**config.mk**
```make
export PLATFORM = sky130hd
export DESIGN_NAME = timer_cmd_sender
export DESIGN_NICKNAME = d
export VERILOG_FILES = /design/src/rtl/timer_pkg.sv /design/src/rtl/timer_cmd_sender_tx_shift_reg.sv /design/src/rtl/timer_cmd_sender.sv
export SDC_FILE = /design/constraint.sdc
export NUM_CORES = 1
export LEC_CHECK = 0
export CAP_MARGIN = 15
export CORE_MARGIN = 2
export CORE_UTILIZATION = 30
export CTS_BUF_LIST = sky130_fd_sc_hd__clkbuf_8
export CTS_CLUSTER_SIZE = 30
export DETAILED_ROUTE_END_ITERATION = 16
export PLACE_DENSITY = 0.44
export SETUP_SLACK_MARGIN = 0.1
export SLEW_MARGIN = 20
export SYNTH_ARGS = -nofsm -noshare
export SYNTH_HDL_FRONTEND = slang
export SYNTH_SLANG_ARGS = --single-unit
```
**constraint.sdc**
```tcl
create_clock -name clk -period 2.6 [get_ports clk]
set_input_delay 0.65 -clock clk [delete_from_list [all_inputs] [get_ports clk]]
set_output_delay 0.65 -clock clk [all_outputs]
set_load 0.05 [all_outputs]
```
**src/rtl/timer_pkg.sv**
```systemverilog
// Shared definitions for the programmable-timer command protocol.
// Holds the sender FSM state encoding and the pattern/delay defaults that
// the sender and the timer's receiver must agree on.
package timer_pkg;

  localparam int                     TMR_PAT_W   = 4;
  localparam logic [TMR_PAT_W-1:0]   TMR_PATTERN = 4'b1101;
  localparam int                     TMR_DELAY_W = 4;

  typedef enum logic [2:0] {
    ST_IDLE,
    ST_GAP,
    ST_PAT,
    ST_DLY,
    ST_WAIT_DONE,
    ST_ACK
  } tx_state_e;

  // Width needed to count 0..n-1, never less than one bit.
  function automatic int clog2_min1(input int n);
    return (n <= 2) ? 1 : $clog2(n);
  endfunction

  function automatic int max3(input int a, input int b, input int c);
    int m;
    m = (a > b) ? a : b;
    return (m > c) ? m : c;
  endfunction

endpackage

```
**src/rtl/timer_cmd_sender_tx_shift_reg.sv**
```systemverilog
// Parallel-load, MSB-first, left-shifting register.
// Exposes the MSB it will hold after the coming edge so the caller can
// register a serial output aligned with the register contents.
module tx_shift_reg #(
  parameter int W = 4
) (
  input  logic         clk,
  input  logic         reset,
  input  logic         load_i,
  input  logic         shift_i,
  input  logic [W-1:0] load_val_i,
  output logic         msb_next_o
);

  logic [W-1:0] sr_q;
  logic [W-1:0] sr_d;

  // Load has priority over shift; zeros enter from the LSB end.
  always_comb begin
    sr_d = sr_q;
    if (load_i) begin
      sr_d = load_val_i;
    end else if (shift_i) begin
      sr_d = sr_q << 1;
    end
  end

  assign msb_next_o = sr_d[W-1];

  // Register update with synchronous clear.
  always_ff @(posedge clk) begin
    if (reset) begin
      sr_q <= '0;
    end else begin
      sr_q <= sr_d;
    end
  end

endmodule

```
**src/rtl/timer_cmd_sender.sv**
```systemverilog
// Host-side serialiser for the timer command protocol: guard zeros, start
// pattern, delay bits MSB-first, then waits for done and answers with ack.
// data/ack/timeout are registered; the bit shown on data always matches state_q.
module timer_cmd_sender
  import timer_pkg::*;
#(
  parameter int                 DELAY_W  = TMR_DELAY_W,
  parameter int                 PAT_W    = TMR_PAT_W,
  parameter logic [PAT_W-1:0]   PATTERN  = TMR_PATTERN,
  parameter int                 GAP_BITS = 2,
  parameter int                 TIMEOUT  = 20000
) (
  input  logic               clk,
  input  logic               reset,
  input  logic               cmd_valid,
  output logic               cmd_ready,
  input  logic [DELAY_W-1:0] cmd_delay,
  output logic               data,
  input  logic               done,
  output logic               ack,
  output logic               busy,
  output logic               timeout
);

  localparam int SR_W  = (PAT_W > DELAY_W) ? PAT_W : DELAY_W;
  localparam int CNT_W = clog2_min1(max3(GAP_BITS, PAT_W, DELAY_W));
  localparam int TMO_W = clog2_min1(TIMEOUT);

  // Both fields are left-aligned so the shifter's MSB is always the next bit.
  localparam logic [SR_W-1:0] PAT_ALIGNED = SR_W'(PATTERN) << (SR_W - PAT_W);

  localparam logic [CNT_W-1:0] GAP_LAST = CNT_W'(GAP_BITS - 1);
  localparam logic [CNT_W-1:0] PAT_LAST = CNT_W'(PAT_W - 1);
  localparam logic [CNT_W-1:0] DLY_LAST = CNT_W'(DELAY_W - 1);
  localparam logic [TMO_W-1:0] TMO_LAST = TMO_W'(TIMEOUT - 1);

  tx_state_e          state_q, state_d;
  logic [CNT_W-1:0]   cnt_q, cnt_d;
  logic [TMO_W-1:0]   tmo_q, tmo_d;
  logic [DELAY_W-1:0] dly_q;
  logic               data_q, data_d;
  logic               ack_q, ack_d;
  logic               timeout_q, timeout_d;

  logic               accept;
  logic               sr_load, sr_shift, sr_msb_next;
  logic [SR_W-1:0]    sr_load_val;

  assign accept = (state_q == ST_IDLE) && cmd_valid;

  tx_shift_reg #(.W(SR_W)) u_shift (
    .clk        (clk),
    .reset      (reset),
    .load_i     (sr_load),
    .shift_i    (sr_shift),
    .load_val_i (sr_load_val),
    .msb_next_o (sr_msb_next)
  );

  // State, counters, latched delay and registered outputs.
  always_ff @(posedge clk) begin
    if (reset) begin
      state_q   <= ST_IDLE;
      cnt_q     <= '0;
      tmo_q     <= '0;
      dly_q     <= '0;
      data_q    <= 1'b0;
      ack_q     <= 1'b0;
      timeout_q <= 1'b0;
    end else begin
      state_q   <= state_d;
      cnt_q     <= cnt_d;
      tmo_q     <= tmo_d;
      if (accept) begin
        dly_q <= cmd_delay;
      end
      data_q    <= data_d;
      ack_q     <= ack_d;
      timeout_q <= timeout_d;
    end
  end

  // Next state: bit counter runs per serial phase, timeout counter only in WAIT_DONE.
  always_comb begin
    state_d = state_q;
    cnt_d   = cnt_q;
    tmo_d   = '0;
    case (state_q)
      ST_IDLE: begin
        cnt_d = '0;
        if (accept) begin
          state_d = (GAP_BITS > 0) ? ST_GAP : ST_PAT;
        end
      end
      ST_GAP: begin
        if (cnt_q == GAP_LAST) begin
          state_d = ST_PAT;
          cnt_d   = '0;
        end else begin
          cnt_d = cnt_q + CNT_W'(1);
        end
      end
      ST_PAT: begin
        if (cnt_q == PAT_LAST) begin
          state_d = ST_DLY;
          cnt_d   = '0;
        end else begin
          cnt_d = cnt_q + CNT_W'(1);
        end
      end
      ST_DLY: begin
        if (cnt_q == DLY_LAST) begin
          state_d = ST_WAIT_DONE;
          cnt_d   = '0;
        end else begin
          cnt_d = cnt_q + CNT_W'(1);
        end
      end
      ST_WAIT_DONE: begin
        // done wins over a same-cycle expiry.
        if (done) begin
          state_d = ST_ACK;
        end else if (tmo_q == TMO_LAST) begin
          state_d = ST_IDLE;
        end else begin
          tmo_d = tmo_q + TMO_W'(1);
        end
      end
      ST_ACK:  state_d = ST_IDLE;
      default: state_d = ST_IDLE;
    endcase
  end

  // Outputs: registered values are derived from the state being entered.
  always_comb begin
    sr_load     = (state_d == ST_PAT && state_q != ST_PAT) ||
                  (state_d == ST_DLY && state_q != ST_DLY);
    sr_shift    = (state_d == ST_PAT && state_q == ST_PAT) ||
                  (state_d == ST_DLY && state_q == ST_DLY);
    sr_load_val = (state_d == ST_PAT) ? PAT_ALIGNED
                                      : (SR_W'(dly_q) << (SR_W - DELAY_W));
    data_d      = (state_d == ST_PAT || state_d == ST_DLY) ? sr_msb_next : 1'b0;
    ack_d       = (state_d == ST_ACK);
    timeout_d   = (state_q == ST_WAIT_DONE) && (state_d == ST_IDLE);
    busy        = (state_q != ST_IDLE);
    cmd_ready   = (state_q == ST_IDLE);
  end

  assign data    = data_q;
  assign ack     = ack_q;
  assign timeout = timeout_q;

endmodule
```
==> Yosys cells after proc, flatten, opt, wreduce, memory -nomap -nowiden <==
Cells that the tools add are included.
{ "word_totals": {"register_bits": 31, "inputBits": 8, "output_inout_bits": 5, "elab_cells": 55} }
{ "op_classes": {"addsub": 2, "eq_ne": 12, "n_mux": 13, "n_bitwise": 2, "reduce_logical": 17} }
{ "op_table": {"columns": ["operator", "count"], "rows": [
  ["3-bit 2-to-1 mux", 6],
  ["15-bit by 1-bit adder with 15-bit output, second input constant", 1],
  ["15-bit equality test, second input constant", 1],
  ["3-bit one-hot mux with 5 select lines", 1],
  ["3-bit by 2-bit equality test with 1-bit output, second input constant", 4],
  ["4-bit 2-to-1 mux", 3],
  ["3-bit equality test, second input constant", 2],
  ["1-bit logical AND", 6],
  ["3-bit zero test", 2],
  ["3-bit by 2-bit != test with 1-bit output, second input constant", 2],
  ["2-bit one-hot mux with 3 select lines", 1],
  ["3-bit nonzero test", 2],
  ["2-bit 2-to-1 mux", 2],
  ["2-bit OR reduction", 2],
  ["4-bit OR reduction", 1],
  ["3-bit by 1-bit equality test with 1-bit output, second input constant", 1],
  ["1-bit logical OR", 3],
  ["2-bit by 1-bit adder with 2-bit output, second input constant", 1],
  ["2-bit by 1-bit equality test with 1-bit output, second input constant", 1],
  ["2-bit equality test, second input constant", 1],
  ["1-bit NOT", 2],
  ["2-bit nonzero test", 1]
]} }

==> Depth between registers and ports, before layout <==
Gate-level depths: netlist of the first run.
{ "depth": {"ltp_word": 9, "mapped_depth": 7, "depth_no_buf": 6} }

==> By module <==
Synthesis of the first run repeated with hierarchy kept, for this count alone.
{ "hier_totals": {"cells_unflattened": 163, "area_unflattened_um2": 1443.9} }
{ "by_module_without_submodules": {"columns": ["module", "n_inst", "cells_per_inst", "area_per_inst_um2", "seq_area_each_um2"], "rows": [
  ["timer_cmd_sender", 1, 145, 1266.2, 540.5],
  ["tx_shift_reg", 1, 18, 177.7, 80.1]
]} }

==> Worst setup path before layout of the first run <==
No wires, ideal clock.
{ "synth_timing": {"path_kind": "reg2reg", "start": "register state_q[1]", "end": "register dly_q[0]", "setup_ns": 0.128, "arrival_ns": 1.927, "required_ns": 2.472, "setup_slack_ns": 0.545, "stages_incl_launch_ff": 8, "period_less_slack_ns": 2.055, "path_cell_list": "dfxtp_1 nor2_1 nand2_1 inv_1 and2_1 clkbuf_1 mux2i_1 nor2_1"} }
{ "synth_via": {"elab_chain_cells": 2} }
{ "synth_lines": {"columns": ["item", "line", "text"], "rows": [
  ["from (decl)", "timer_cmd_sender.sv:37", "tx_state_e state_q, state_d;"],
  ["from (signal assigned)", "timer_cmd_sender.sv:71", "state_q <= state_d;"],
  ["3-bit zero test", null, null],
  ["via cmd_ready", "timer_cmd_sender.sv:16", "output logic cmd_ready,"],
  ["1-bit logical AND", "timer_cmd_sender.sv:49", "assign accept = (state_q == ST_IDLE) && cmd_valid;"],
  ["to (signal assigned)", "timer_cmd_sender.sv:75", "dly_q <= cmd_delay;"],
  ["to (decl)", "timer_cmd_sender.sv:40", "logic [DELAY_W-1:0] dly_q;"]
]} }
The timed path passes the listed nets, and every way through them passes these cells.
A chain may end at the register's enable or synchronous reset.

==> Worst setup path in the final report of the first run <==
{ "layout_timing": {"start": "register state_q[1]", "end": "output busy"} }
{ "layout_via": {"elab_chain_cells": 1} }
{ "layout_lines": {"columns": ["item", "line", "text"], "rows": [
  ["3-bit nonzero test", "timer_cmd_sender.sv:145", "busy = (state_q != ST_IDLE);"],
  ["to (decl)", "timer_cmd_sender.sv:21", "output logic busy,"]
]} }
Every way passes these cells.

==> results of run 1 <==
## registers in the layout (all words and copies together) (netlist names)
name	count
ack	1
cnt_q	2
tmo_q	15
timeout	1
data	1
state_q	3
dly_q	4
u_shift.sr_q	4
## cells by family (layout without fill, tap and decap cells)
| logic type | after synthesis | in the layout | share of synthesized area (%) |
|---|---|---|---|
| AND/OR/NAND/NOR | 76 | 76 | 27.4 |
| flip-flops | 31 | 31 | 42.0 |
| AO/OA/AOI/OAI | 21 | 21 | 10.2 |
| buffers and inverters | 18 | 32 | 5.84 |
| XOR/XNOR | 13 | 13 | 7.71 |
| multiplexers | 5 | 5 | 3.47 |
| adder cells (fa/ha/maj) | 4 | 4 | 3.39 |
## cell usage in the layout (no fill, tap or decap), types with 2 or more instances in the layout
cell / n
nand3_1: 5
nor2_1: 29
a21oi_1: 7
clkbuf_8: 6
nand3b_1: 3
nand4_1: 6
a21o_1: 2
nand2_1: 12
xor2_1: 5
a211o_1: 3
nor4_1: 3
clkdlybuf4s50_1: 10
xnor2_1: 8
dfxtp_1: 31
or4b_1: 2
buf_4: 3
ha_1: 4
nor3_1: 4
mux2i_1: 4
inv_1: 10
or3_1: 2
## stage by stage
stage,util [%],cells,hold slack (ns),instance area [µm²]
after floorplan,-,168,0.428,1480
after global placement,34.8,241,0.439,1650
after detailed placement,34.8,241,0.449,1650
after CTS,37.3,249,0.459,1760
after global routing,37.3,249,0.513,1760
final,37.3,249,0.461,1760
## critical path, stage by stage (launching register included)
cell           delay [ns]
dfxtp_1              0.58
nor2_1               0.17
nand2_1              0.13
dlygate4sd2_1        0.53
## layout make-up
class | count | area (µm²) | area share [%]
Multi-Input combinational cell | 119 | 771 | 43.7
Clock buffer | 6 | 82.6 | 4.69
Tap cell | 67 | 83.8 | 4.76
Sequential cell | 31 | 621 | 35.2
Inverter | 10 | 37.5 | 2.13
Timing Repair Buffer | 14 | 131 | 7.46
Clock inverter | 2 | 35.0 | 1.99
## routing by layer
metal  track usage, %  vias to the layer above
met2             22.0                       14
met3             4.88                        5
met4             7.27                        0
li1                 -                      608
met5                0                        -
met1             14.0                      552
## report_power, final
group	internal (mW)	switching [mW]
clock network	0.310	0.183
logic	0.0412	0.0513
registers	0.486	0.0133
total	0.837	0.247
## worst min-delay path by stage
stage,from,to,slack (ns),cells after the start
floorplan,u_shift.sr_q[2]$_SDFFE_PP0P_,u_shift.sr_q[2]$_SDFFE_PP0P_,0.43,2
global placement,u_shift.sr_q[2]$_SDFFE_PP0P_,u_shift.sr_q[2]$_SDFFE_PP0P_,0.44,2
detailed placement,u_shift.sr_q[2]$_SDFFE_PP0P_,u_shift.sr_q[2]$_SDFFE_PP0P_,0.45,2
CTS,u_shift.sr_q[2]$_SDFFE_PP0P_,u_shift.sr_q[2]$_SDFFE_PP0P_,0.46,2
global route,u_shift.sr_q[2]$_SDFFE_PP0P_,u_shift.sr_q[2]$_SDFFE_PP0P_,0.51,2
finish,u_shift.sr_q[2]$_SDFFE_PP0P_,u_shift.sr_q[2]$_SDFFE_PP0P_,0.46,2
## what timing repair did
action	in CTS	in global routing
gates resized for setup	1	0
hold endpoints to repair	0	0
endpoints found under the setup margin	1	0
==> summary.txt, run 1 <==
Route
  • Top Metal Used: met4
  • Iteration-0 DRC Markers: 52
  • Metal3 WL: around 120 µm
  • Routed Wire Length: 3.04 mm
  • Vias: 1179
  • M1 WL: about 1.4 mm
  • Routed wire per std cell: 12.2 µm
  • Routed Antenna Nets: 0
  • Drt pass-1 iters: 4
  • Met2 wire len: 1.47 mm
  • Remaining DRCs: 0
  • Vias per cell: 4.73

Clocking
  • Worst skew pair latency: 0.29 ns
  • Hold_buf cts: 0
  • CTS Buf Count: 5
  • CTS tree: done
  • CTS clk-pin slew, worst paths: around 0.07 ns
  • CTS H-tree depth: 2
  • Longest Clk Path Bufs: 2
  • Clock Tree Root: clkbuf_8
  • Clk sinks: 31
  • Setup Fix Bufs, Post-CTS: 0

Synth
  • Top_reg_cell synth: dfxtp_1
  • Cell taking the most area after synthesis: dfxtp_1
  • Syn Nets: 180
  • Commonest cells post-synth: dfxtp_1, nor2_1, nand2_1, inv_1, xnor2_1
  • Count leader, synth: dfxtp_1
  • Cells taking the most area after synthesis: dfxtp_1, nor2_1, xnor2_1
  • Cells after Synth: 168
  • YS warnings: 0
  • Syn_area_per_cell: 8.80 µm²
  • Top cell type's share of synthesized area: 42.0%
  • Netlist cell types: 42
  • Async set-or-reset flop fraction in the synthesized netlist: 0%
  • Synth Cell Area: 1480 µm²
  • Yosys reg bits: 31
  • Post-synthesis sequential area ratio: 42.0%
  • Post-synth EDFFs: 0

Worst setup path
  • Worst setup SP type: flip-flop
  • CP required: between 1.5 and 2 ns
  • Worst flop-to-flop path startpoint: tmo_q[0]$_SDFF_PP0_
  • FF-to-FF path depth: 5
  • CP arrival: 1.70 ns
  • R2R Setup Slk: about 0.63 ns
  • Crit path capture type: output port
  • CP startpoint: state_q[1]$_SDFF_PP0_
  • Crit-path max FO: 14
  • Reg2reg end: tmo_q[2]$_SDFF_PP0_
  • Setup crit end: busy
  • WS Path Type: reg2out

Job
  • Number of max-cap violations: 0

Final layout
  • Area grow syn2layout: 19.2%
  • Fraction of layout cells with a size suffix above 1: under 10%
  • ANT cells: 0
  • Fillers: 483
  • Final nets: 193

Floorplan
  • Initial cell density of the core: 31.3%
  • Chip height: between 70 and 80 µm
  • Die Width: 74.2 µm
  • Total I/O pin count: 13
  • Core area: 4720 µm²
  • Die area: around 5500 µm²
  • Rows: 25

STA
  • Final setup violation count: 0
  • Minimum clock period: 2.35 ns
  • Slew @ Worst Pin: approximately 0.5 ns
  • Final period util: about nine tenths
  • Slew headroom: 66.2%
  • Final Slew Violations: 0
  • Final WS setup: 0.248 ns
  • RSZ-0062 raised after global routing: false
  • FMAX: 425 MHz
  • Skew final: around 0.0074 ns
  • Final Hold Viols: 0
  • TNS Setup: 0 ns

Power
  • Leak pwr: 0.596 nW
  • Pwr dens: 615 nW/µm²
  • Worst vdd ir: 199 µV
  • Total power: 1.08 mW

GRT
  • Global Route Usage Sum: 13.0%
  • Gr ovfl total: 0
  • First-pass GRT wire length: about 5.3 mm
  • Largest net degree at the start of global routing: 16
  • Initial antenna violation count: 0
  • Vias in the first global route: 1186

Place
  • Routability Congestion: 0.769
  • Dpl ws: around 0.29 ns
  • IO Port Bufs: 12
  • Detailed placer's ending HPWL: 2.18 mm

Outcome
  • Status: finished clean

Hold path
  • Hold crit path type: reg2reg
(Power assumes the default switching activity.)
==> run 2, diff against run 1 <==
--- a/config.mk
+++ b/config.mk
@@ -13,7 +13,7 @@
 export DETAILED_ROUTE_END_ITERATION = 16
 export PLACE_DENSITY = 0.44
 export SETUP_SLACK_MARGIN = 0.1
-export SLEW_MARGIN = 20
+export SLEW_MARGIN = 10
 export SYNTH_ARGS = -nofsm -noshare
 export SYNTH_HDL_FRONTEND = slang
 export SYNTH_SLANG_ARGS = --single-unit
==> results of run 2 <==
No change in the layout: final DEF, timing and power equal those of run 1.
